[src/rtl/ext_tid_alloc.sv]
`default_nettype none
// ============================================================================
// Module      : ext_tid_alloc
// Description : Transaction-ID allocator for the MCHAN external interface.
//               Grants a free EXT TID per outgoing request (0-cycle grant),
//               drives the opcode-buffer write strobe/index, frees TIDs on
//               the last response beat, counts outstanding transactions and
//               flags releases of TIDs that are not busy (sticky error).
//               Optional feature macro: EXT_TID_ROUND_ROBIN_EN
//                 undefined : candidate is the lowest-index free TID
//                 defined   : candidate is the first free TID at or above a
//                             round-robin pointer, wrapping around the pool
// Revision    : 1.0 - initial release
// ============================================================================
module ext_tid_alloc #(
    parameter int EXT_TID_WIDTH   = 4,
    parameter int MAX_OUTSTANDING = 16
) (
    input  logic                     clk_i,
    input  logic                     rst_ni,
    input  logic                     alloc_req_i,
    output logic                     alloc_gnt_o,
    output logic                     tid_valid_o,
    output logic [EXT_TID_WIDTH-1:0] tid_o,
    input  logic                     rel_valid_i,
    input  logic [EXT_TID_WIDTH-1:0] rel_tid_i,
    output logic [EXT_TID_WIDTH:0]   outst_cnt_o,
    output logic                     full_o,
    output logic                     idle_o,
    output logic                     err_o
);

    localparam int                   c_POOL_SIZE = 1 << EXT_TID_WIDTH;
    localparam logic [EXT_TID_WIDTH:0] c_MAX_CNT = (EXT_TID_WIDTH + 1)'(MAX_OUTSTANDING);

    // Reject configurations where the outstanding limit cannot be reached
    // or exceeds the pool; the counter relies on this range.
    generate
        if ((MAX_OUTSTANDING < 1) || (MAX_OUTSTANDING > c_POOL_SIZE)) begin : g_param_check
            $error("ext_tid_alloc: MAX_OUTSTANDING out of range");
        end
    endgenerate

    logic [c_POOL_SIZE-1:0]   r_busy;
    logic [EXT_TID_WIDTH:0]   r_cnt;
    logic                     r_err;

    logic [EXT_TID_WIDTH-1:0] w_cand;
    logic                     w_any_free;
    logic                     w_gnt;
    logic                     w_rel_ok;
    logic                     w_rel_bad;
    logic [c_POOL_SIZE-1:0]   w_set_vec;
    logic [c_POOL_SIZE-1:0]   w_clr_vec;

`ifdef EXT_TID_ROUND_ROBIN_EN
    logic [EXT_TID_WIDTH-1:0] r_rr_ptr;
    logic [EXT_TID_WIDTH-1:0] w_rr_idx;

    // Candidate search: first free TID starting at the pointer, wrapping
    always_comb begin
        w_cand     = '0;
        w_any_free = 1'b0;
        w_rr_idx   = '0;
        for (int k = 0; k < c_POOL_SIZE; k++) begin
            w_rr_idx = r_rr_ptr + EXT_TID_WIDTH'(k);
            if (!w_any_free && !r_busy[w_rr_idx]) begin
                w_cand     = w_rr_idx;
                w_any_free = 1'b1;
            end
        end
    end

    // Move the pointer just past each granted TID so reuse is spread out
    always_ff @(posedge clk_i or negedge rst_ni) begin
        if (!rst_ni) begin
            r_rr_ptr <= '0;
        end else if (w_gnt) begin
            r_rr_ptr <= w_cand + EXT_TID_WIDTH'(1);
        end
    end
`else
    // Candidate search: lowest-index free TID (scan top-down, last hit wins)
    always_comb begin
        w_cand     = '0;
        w_any_free = 1'b0;
        for (int i = c_POOL_SIZE - 1; i >= 0; i--) begin
            if (!r_busy[i]) begin
                w_cand     = EXT_TID_WIDTH'(i);
                w_any_free = 1'b1;
            end
        end
    end
`endif

    // Grant is purely combinational from the request and registered state;
    // the candidate never sees a same-cycle release.
    assign full_o      = (r_cnt == c_MAX_CNT);
    assign idle_o      = (r_cnt == '0);
    assign w_gnt       = alloc_req_i & ~full_o & w_any_free;
    assign alloc_gnt_o = w_gnt;
    assign tid_valid_o = alloc_req_i & w_gnt;
    assign tid_o       = w_cand;
    assign outst_cnt_o = r_cnt;
    assign err_o       = r_err;

    // A release is only honoured for a TID that is currently busy
    assign w_rel_ok  = rel_valid_i &  r_busy[rel_tid_i];
    assign w_rel_bad = rel_valid_i & ~r_busy[rel_tid_i];

    // One-hot set/clear masks for the busy vector
    always_comb begin
        w_set_vec = '0;
        w_clr_vec = '0;
        if (tid_valid_o) begin
            w_set_vec[w_cand] = 1'b1;
        end
        if (w_rel_ok) begin
            w_clr_vec[rel_tid_i] = 1'b1;
        end
    end

    // Busy vector: mark granted TID, free the released one (never the same TID)
    always_ff @(posedge clk_i or negedge rst_ni) begin
        if (!rst_ni) begin
            r_busy <= '0;
        end else begin
            r_busy <= (r_busy | w_set_vec) & ~w_clr_vec;
        end
    end

    // Outstanding counter: grant and valid release in the same cycle cancel
    always_ff @(posedge clk_i or negedge rst_ni) begin
        if (!rst_ni) begin
            r_cnt <= '0;
        end else begin
            case ({w_gnt, w_rel_ok})
                2'b10:   r_cnt <= r_cnt + (EXT_TID_WIDTH + 1)'(1);
                2'b01:   r_cnt <= r_cnt - (EXT_TID_WIDTH + 1)'(1);
                default: r_cnt <= r_cnt;
            endcase
        end
    end

    // Sticky protocol error: set on release of a non-busy TID, cleared by reset
    always_ff @(posedge clk_i or negedge rst_ni) begin
        if (!rst_ni) begin
            r_err <= 1'b0;
        end else if (w_rel_bad) begin
            r_err <= 1'b1;
        end
    end

endmodule
`default_nettype wire

[config.mk]
export PLATFORM = sky130hd
export DESIGN_NAME = ext_tid_alloc
export DESIGN_NICKNAME = d
export VERILOG_FILES = /design/src/rtl/ext_tid_alloc.sv
export SDC_FILE = /design/constraint.sdc
export NUM_CORES = 1
export LEC_CHECK = 0
export ABC_CLOCK_PERIOD_IN_PS = 8000
export CAP_MARGIN = 20
export CELL_PAD_IN_SITES_DETAIL_PLACEMENT = 0
export CELL_PAD_IN_SITES_GLOBAL_PLACEMENT = 1
export CORE_ASPECT_RATIO = 0.5
export CORE_UTILIZATION = 40
export DETAILED_ROUTE_END_ITERATION = 7
export GPL_ROUTABILITY_DRIVEN = 0
export PLACE_DENSITY = 0.75
export SYNTH_ARGS = -nofsm -noshare
export SYNTH_HDL_FRONTEND = slang
export SYNTH_SLANG_ARGS = --single-unit
[constraint.sdc]
create_clock -name clk_i -period 8 [get_ports clk_i]
set_input_delay 2 -clock clk_i [delete_from_list [all_inputs] [get_ports clk_i]]
set_output_delay 2 -clock clk_i [all_outputs]
set_load 0.05 [all_outputs]
==> flow_summary.yaml, run 1 <==
place:
  port-buffer-count: 21
  place_ws_ns: 2.02
  place_hpwl_um: 2700
cts:
  root_buffer: "clkbuf_8"
  clk_path_buf_depth: 2
  cts-htree-levels: 1
  clk_latency_ns: 0.27
  post-cts-setup-buffers: 0
  cts_sinks: 22
  cts_resized: 0
  tritoncts: "yes"
  cts_made_buffers: 3
  clkTransAtPathRegs_ns: 0.08
  hold_buffers: 0
floorplan:
  die_h_um: 45.2
  fp.dieW_um: 88.4
  ios: 22
  core_um2: 3490
  rows: 15
  dieArea_um2: 3990
  initial_core_util_pct: 42.8
logic_synthesis:
  syn_area_per_cell_um2: 10.0
  synth-seq-cells: 22
  synth_seq_area_share_pct: 36.9
  netlist_area_um2: 1490
  syn_nets: 162
  ys_types: 51
  ys_warn_count: 0
  synth_cells: 149
timing:
  final-hold-violation-count: 0
  min_period_ns: 5.99
  slew_headroom_pct: 60.5
  finalCritPeriodShare_pct: 74.9
  max_freq_mhz: 167
  setup_tns_ns: 0
  setup_ws_ns: 2.01
  drv_slew: 0
  rsz0062_at_grt: "no"
  clock_skew_ns: 0.00424
  worstMarginPinSlew_ns: 0.591
  setup_viol: 0
grt:
  use_met3_pct: 3.84
  met2_usage_pct: 30.0
  grt.total_usage_pct: 20.8
  antenna_found_initial: 0
  grt_remaining_overflow: 0
  grt_max_degree: 23
  use_met1_pct: 33.1
  grt_pass1_vias: 1219
  grt_pass1_wl_um: 6150
  grt_busiest_layer: "met1"
routing:
  first_iter_violations: 79
  dr_total_vias: 1295
  drtAntennaViolNets: 0
  wl_um: 3710
  wl_per_cell_um: 16.7
  firstDrtPassIters: 4
  via_per_inst: 5.83
  remaining_drc_errors: 0
setup_path:
  crit_type: "input port to output pin"
  endpoint_kind: "output pin"
  cp.arrival_ns: 3.99
  worst-path-max-fanout: 9
  required_ns: 6.00
  cp-start-kind: "input port"
layout:
  final_cell_mix: "dfrtp_1 (22), clkdlybuf4s50_1 (21), nor2_1 (14), nand2_1 (12), a21oi_1 (10)"
  n_fill_cell: 335
  seqCellArea_um2: 551
  syn_to_final_growth_pct: 22.3
  drive_gt1_share_pct: 10.5
  antenna_cells: 0
  final_common_cell: "dfrtp_1"
  multi_input_area_um2: 885
  final_nets: 185
outcome:
  outcome: "completed"
worst_hold_path:
  hp-class: "register to register"
run:
  maxCapViolCount: 0
power_and_ir_drop:
  power_density_nw_per_um2: 413
  peakVddDrop_v: 0.000220
  leakage_nw: 0.746
  power_w: 0.000754
==> state kept, by name (all words and copies together) (netlist names) <==
signal       count
err_o            1
outst_cnt_o      5
r_busy          16
==> kinds of logic after synthesis <==
group	count (synthesis)	share of synthesized area [%]
muxes	7	8.97
DFF	22	36.9
adders and majority gates	5	4.69
and+or+nand+nor	54	20.5
buffers and inverters	12	3.86
AOI/OAI and AO/OA	44	22.2
xor gates and xnor gates	5	2.93
==> final timing paths <==
path	from	endpoint	slack [ns]	cells past startpoint
setup reg to reg	r_busy[0]	outst_cnt_o[4]	4.91	11
min in group asynchronous	rst_ni	outst_cnt_o[3]	2.10	1
max in group asynchronous	rst_ni	r_busy[12]	5.41	2
setup / recovery	alloc_req_i	alloc_gnt_o	2.01	4
hold reg to reg	err_o	err_o	0.47	1
hold / removal	err_o	err_o	0.47	1
==> report_power, final <==
group / total [W] / switching [W] / internal, W
Combinational: 0.000441 / 0.000269 / 0.000172
Clock: 0.000106 / 0.0000388 / 0.0000669
Sequential: 0.000207 / 0.0000574 / 0.000149
==> routing by layer <==
| metal | part of all wire [%] | vias to the layer above | wire length, um |
|---|---|---|---|
| met4 | 0.51 | 0 | 19 |
| li1 | - | 604 | - |
| met2 | 41 | 50 | 1540 |
| met5 | 0 | - | 0 |
| met1 | 51 | 639 | 1890 |
| met3 | 7.0 | 2 | 260 |
==> cell usage after synthesis, drive strengths merged <==
cell type	instances	area (um2)
a21oi	11	58.8
nor3b	4	35.0
fa	1	20.0
nand2	12	45.0
or2b	1	7.51
dfrtp	22	551
clkbuf	1	3.75
nor2b	3	18.8
a21boi	4	33.8
and3b	1	8.76
and4	1	8.76
a21o	3	22.5
xnor2	2	17.5
o221ai	1	8.76
ha	4	50.1
and3	3	18.8
mux2	2	22.5
nand4b	1	8.76
buf	3	23.8
o22a	4	35.0
o21ai	6	33.8
a31o	1	8.76
a211oi	1	12.5
o32a	4	41.3
o2111ai	2	17.5
inv	8	30.0
nor3	1	10.0
a41oi	2	17.5
xor2	3	26.3
nand3	3	15.0
nor4	1	12.5
o2111a	1	11.3
nand2b	3	18.8
nor2	14	52.6
nand3b	1	7.51
and2	1	6.26
nand4	4	31.3
a32o	1	10.0
mux4	4	101
o22ai	2	12.5
mux2i	1	10.0
o21a	1	7.51
==> worst max-delay path, cell delays in order <==
cell	delay [ns]
clkdlybuf4s50_1	0.44
a21boi_2	0.33
a21boi_0	0.35
clkdlybuf4s50_1	0.87
==> per-stage QoR <==
| stage | std cells | hold slack, ns | util [%] | cell area, um2 |
|---|---|---|---|---|
| 2_1_floorplan | 149 | 0.511 | - | 1490 |
| 6_report | 222 | 0.469 | 52.3 | 1830 |
| 5_1_grt | 222 | 0.492 | 52.3 | 1830 |
| 4_1_cts | 221 | 0.480 | 51.9 | 1810 |
| 3_5_place_dp | 217 | 0.461 | 49.8 | 1740 |
| 3_3_place_gp | 217 | 0.439 | 49.8 | 1740 |
==> cell type report <==
cell class / count / area share, %
Clock buffer: 3 / 2.26
Clock inverter: 1 / 1.64
Sequential cell: 22 / 30.2
Timing Repair Buffer: 22 / 12.3
Tap cell: 51 / 3.50
Inverter: 8 / 1.64
Multi-Input combinational cell: 115 / 48.5
Power figures use the tool's default switching activity.
==> run 2, diff against run 1 <==
- ABC_CLOCK_PERIOD_IN_PS: 8000 -> 5580
- clock period: 8 -> 5.58 ns (I/O delays scaled with it)
==> run 2 against run 1 <==
Effect of this change: largest cell class unchanged; sequential cell count is the same; highest routed layer unchanged; non-clock buffer count is 1 higher; register-to-register slack worse by 2.5 ns.
==> flow_summary.yaml, run 2 (synthesis results as in run 1) <==
cts:
  clk_path_buf_depth: 2
  cts-htree-levels: 1
  clk_latency_ns: 0.26
  tritoncts: "yes"
  cts_sinks: 22
  cts_made_buffers: 3
  hold_buffers: 0
  cts_resized: 0
  clkTransAtPathRegs_ns: 0.08
  post-cts-setup-buffers: 0
  root_buffer: "clkbuf_8"
timing:
  rsz0062_at_grt: "no"
  max_freq_mhz: 210
  min_period_ns: 4.76
  slew_headroom_pct: 63.5
  worstMarginPinSlew_ns: 0.546
  setup_tns_ns: 0
  drv_slew: 0
  final-hold-violation-count: 0
  finalCritPeriodShare_pct: 85.4
  clock_skew_ns: 0.00132
  setup_viol: 0
setup_path:
  reg2reg_depth: 11
  cp_common_cell: "clkdlybuf4s50_1"
  required_ns: 4.18
  crit_slowest_cell: "clkdlybuf4s50_1"
  endpoint_kind: "output pin"
  slowest_delay_ns: 0.86
  r2r_end: "outst_cnt_o[4]"
  cp-start-kind: "input port"
  crit_type: "input port to output pin"
  worst-path-max-fanout: 9
  crit_cells: 4
  path_buf_inv: 2
  crit_family: "buffers and inverters"
  path_cells: "clkdlybuf4s50_1 > a21boi_2 > a21boi_0 > clkdlybuf4s50_1"
  regToRegSetupSlack_ns: 2.44
  cp.arrival_ns: 3.37
  r2r_start: "r_busy[0]"
  startpoint: "alloc_req_i"
  critPathCapture: "alloc_gnt_o"
layout:
  largest_reg_flops: 16
  final_nets: 186
  antenna_cells: 0
  stdcell_area_um2: 1830
  final_cell_mix: "dfrtp_1 (22), clkdlybuf4s50_1 (21), nor2_1 (14), nand2_1 (12), a21oi_1 (10)"
  seqCellArea_um2: 551
  multi_input_area_um2: 885
  final_common_cell: "dfrtp_1"
  largest_register: "r_busy"
  syn_to_final_growth_pct: 22.8
  n_fill_cell: 323
  drive_gt1_share_pct: 11.0
place:
  port-buffer-count: 21
  place_hpwl_um: 2840
  dpl-instance-area_um2: 1750
outcome:
  outcome: "completed"
power_and_ir_drop:
  p_comb_share_pct: 58.5
  pwr-share-seq_pct: 27.7
  p_int_w: 0.000557
  power_density_nw_per_um2: 596
  peakVddDrop_v: 0.000260
  leakage_nw: 0.751
  power_w: 0.00109
  p_switching_w: 0.000535
  switching_share_pct: 49.0
  p_clk_share_pct: 13.8
grt:
  grt_remaining_overflow: 0
  grt_pass1_wl_um: 6260
  antenna_found_initial: 0
  grt.total_usage_pct: 21.6
  grt_max_degree: 23
  grt_pass1_vias: 1228
routing:
  dr_total_vias: 1302
  remaining_drc_errors: 0
  drtAntennaViolNets: 0
  firstDrtPassIters: 4
  via_per_inst: 5.84
  wl_per_cell_um: 17.5
  first_iter_violations: 203
  wl_um: 3900
floorplan:
  rows: 15
  ios: 22
  initial_core_util_pct: 42.8
  core_um2: 3490
  fp.dieW_um: 88.4
  dieArea_um2: 3990
  die_h_um: 45.2
worst_hold_path:
  hold_path_depth: 1
  hp-class: "register to register"
run:
  maxCapViolCount: 0
[run 2: changes by cell type in the layout (fill, tap and decap cells not counted)]
| cell | change |
|---|---|
| buf_4 | +1 |
[run 2: cell type report]
cell class,instances,share of cell area (%)
Multi-Input combinational cell,115,48.3
Sequential cell,22,30.0
Timing Repair Buffer,23,12.7
Tap cell,51,3.48
Clock buffer,3,2.25
Clock inverter,1,1.64
Inverter,8,1.64
[run 2: worst reg2reg max path, stage by stage, from the launching register on]
cell and delay (ns):
dfrtp_1 0.53, mux4_2 0.53, mux2_2 0.29, o21ai_2 0.14
nor2_1 0.09, ha_1 0.26, fa_1 0.43, a21o_1 0.18
a21oi_1 0.18, xor2_1 0.19, nor2_1 0.07, xor2_1 0.15
[run 2: power by group through the flow]
stage	registers [W]	logic (W)	clock network, W
2_1_floorplan	0.000338	0.000405	0
3_3_place_gp	0.000306	0.000633	0
3_5_place_dp	0.000302	0.000637	0
4_1_cts	0.000301	0.000638	0.000154
5_1_grt	0.000312	0.000683	0.000162
6_report	0.000303	0.000639	0.000151
[run 2: stage by stage]
stage / cells / hold WS, ns / setup slack [ns] / utilization [%]
2_1_floorplan: 149 / 0.511 / 1.06 / -
3_3_place_gp: 218 / 0.473 / 0.825 / 50.0
3_5_place_dp: 218 / 0.476 / 0.816 / 50.0
4_1_cts: 222 / 0.492 / 0.802 / 52.1
5_1_grt: 223 / 0.510 / 0.677 / 52.5
6_report: 223 / 0.484 / 0.816 / 52.5
[run 2: worst min path at each step]
stage               startpoint  slack, ns    endpoint
floorplan           r_busy[14]       0.51  r_busy[14]
CTS                      err_o       0.49       err_o
detailed placement       err_o       0.48       err_o
global route             err_o       0.51       err_o
finish                   err_o       0.48       err_o
global placement         err_o       0.47       err_o
[run 2: layer usage]
metal	up-vias	part of all wire, %	global-route usage (%)
met4	0	0.54	2.90
met3	2	8.1	6.58
met1	630	50	31.7
met2	62	41	32.2
li1	608	-	-
met5	-	0	0
==> run 3, diff against run 2 <==
- ABC_CLOCK_PERIOD_IN_PS: 5580 -> 5200
- GPL_TIMING_DRIVEN: not set -> 0
- clock period: 5.58 -> 5.2 ns (I/O delays scaled with it)
==> run 3 against run 2 <==
Effect of this change: cell area is 0.20% higher; hold slack worse by 0.023 ns; non-clock buffer count grew 3; sequential power up 6.6%; worst setup slack worse by 0.20 ns; die area unchanged; routed wire length increased by 2.4%; critical path type unchanged.
==> flow_summary.yaml, run 3 (synthesis results as in run 1) <==
setup_path:
  required_ns: 3.90
  endpoint_kind: "output pin"
  reg2reg_depth: 11
  worst-path-max-fanout: 9
  crit_type: "input port to output pin"
  cp.arrival_ns: 3.28
  cp-start-kind: "input port"
layout:
  final_cell_mix: "dfrtp_1 (22), clkdlybuf4s50_1 (21), nor2_1 (14), nand2_1 (12), a21oi_1 (10)"
  syn_to_final_growth_pct: 23.1
  antenna_cells: 0
  stdcell_count: 226
  largest_reg_flops: 16
  final_common_cell: "dfrtp_1"
  final_nets: 189
  drive_gt1_share_pct: 12.0
  largest_register: "r_busy"
power_and_ir_drop:
  p_clk_share_pct: 11.1
  power_density_nw_per_um2: 620
  pwr-share-seq_pct: 28.3
  switching_share_pct: 50.6
  p_switching_w: 0.000576
  p_comb_share_pct: 60.6
  leakage_nw: 0.755
  p_int_w: 0.000563
  peakVddDrop_v: 0.000336
cts:
  cts_resized: 0
  clk_latency_ns: 0.27
  clk_path_buf_depth: 2
  cts_sinks: 22
  root_buffer: "clkbuf_8"
  cts_made_buffers: 3
  tritoncts: "yes"
  clkTransAtPathRegs_ns: 0.09
  hold_buffers: 0
  post-cts-setup-buffers: 0
  cts-htree-levels: 1
floorplan:
  fp.dieW_um: 88.4
  ios: 22
  dieArea_um2: 3990
  rows: 15
  die_h_um: 45.2
  initial_core_util_pct: 42.8
  core_um2: 3490
routing:
  firstDrtPassIters: 4
  drtAntennaViolNets: 0
  dr_total_vias: 1313
  first_iter_violations: 149
  wl_per_cell_um: 17.7
  remaining_drc_errors: 0
  via_per_inst: 5.81
  wl_um: 4000
timing:
  setup_viol: 0
  drv_slew: 0
  worstMarginPinSlew_ns: 0.571
  slew_headroom_pct: 61.8
  final-hold-violation-count: 0
  min_period_ns: 4.58
  setup_tns_ns: 0
  max_freq_mhz: 218
  rsz0062_at_grt: "no"
  finalCritPeriodShare_pct: 88.1
  clock_skew_ns: 0.00679
worst_hold_path:
  hold_path_depth: 1
  hp-class: "register to register"
grt:
  grt_max_degree: 23
  grt_pass1_wl_um: 6310
  antenna_found_initial: 0
  grt.total_usage_pct: 21.7
  grt_pass1_vias: 1217
  grt_remaining_overflow: 0
run:
  maxCapViolCount: 0
place:
  place_hpwl_um: 2870
  dp.cells: 221
  port-buffer-count: 21
outcome:
  outcome: "completed"
run 3: routing by layer:
metal / GRT usage (%) / vias up / wire, um
met1: 31.8 / 634 / 1960
met2: 32.9 / 61 / 1710
met5: 0 / - / 0
met4: 4.19 / 0 / 35
li1: - / 614 / -
met3: 4.94 / 4 / 291
run 3: layout make-up:
cell class | count | area, um2
fillers | 334 | 1650
inverters | 8 | 30.0
plain buffers | 4 | 27.5
clock buffers | 4 | 55.1
flip-flops and latches | 22 | 551
multi-input cells | 115 | 885
well taps | 51 | 63.8
repair buffers | 22 | 225
run 3: worst paths after layout:
path / startpoint / to / slack (ns)
max: alloc_req_i / alloc_gnt_o / 0.62
min: err_o / err_o / 0.46
max reg2reg: r_busy[3] / outst_cnt_o[4] / 2.12
min reg2reg: err_o / err_o / 0.46
max in group asynchronous: rst_ni / r_busy[9] / 3.31
min in group asynchronous: rst_ni / r_busy[4] / 1.39
run 3: power by group through the flow:
stage               clock (W)  sequential, W  combinational, W
global placement            0       0.000321          0.000676
finish               0.000126       0.000323          0.000690
global route         0.000137       0.000332          0.000741
floorplan                   0       0.000363          0.000435
detailed placement          0       0.000322          0.000682
CTS                  0.000127       0.000320          0.000686
run 3: critical path, cell delays in order:
cell and delay (ns):
clkdlybuf4s50_1 0.44, a21boi_2 0.33, a21boi_0 0.34, clkdlybuf4s50_1 0.87
run 3: through the flow:
step	setup slack, ns	cell area, um2	total power, W	hold slack, ns	util [%]
global placement	0.595	1770	0.000997	0.440	50.6
finish	0.620	1840	0.00114	0.461	52.6
CTS	0.593	1820	0.00113	0.463	52.2
detailed placement	0.609	1770	0.00100	0.444	50.6
floorplan	0.772	1490	0.000798	0.511	-
global route	0.535	1840	0.00121	0.485	52.6
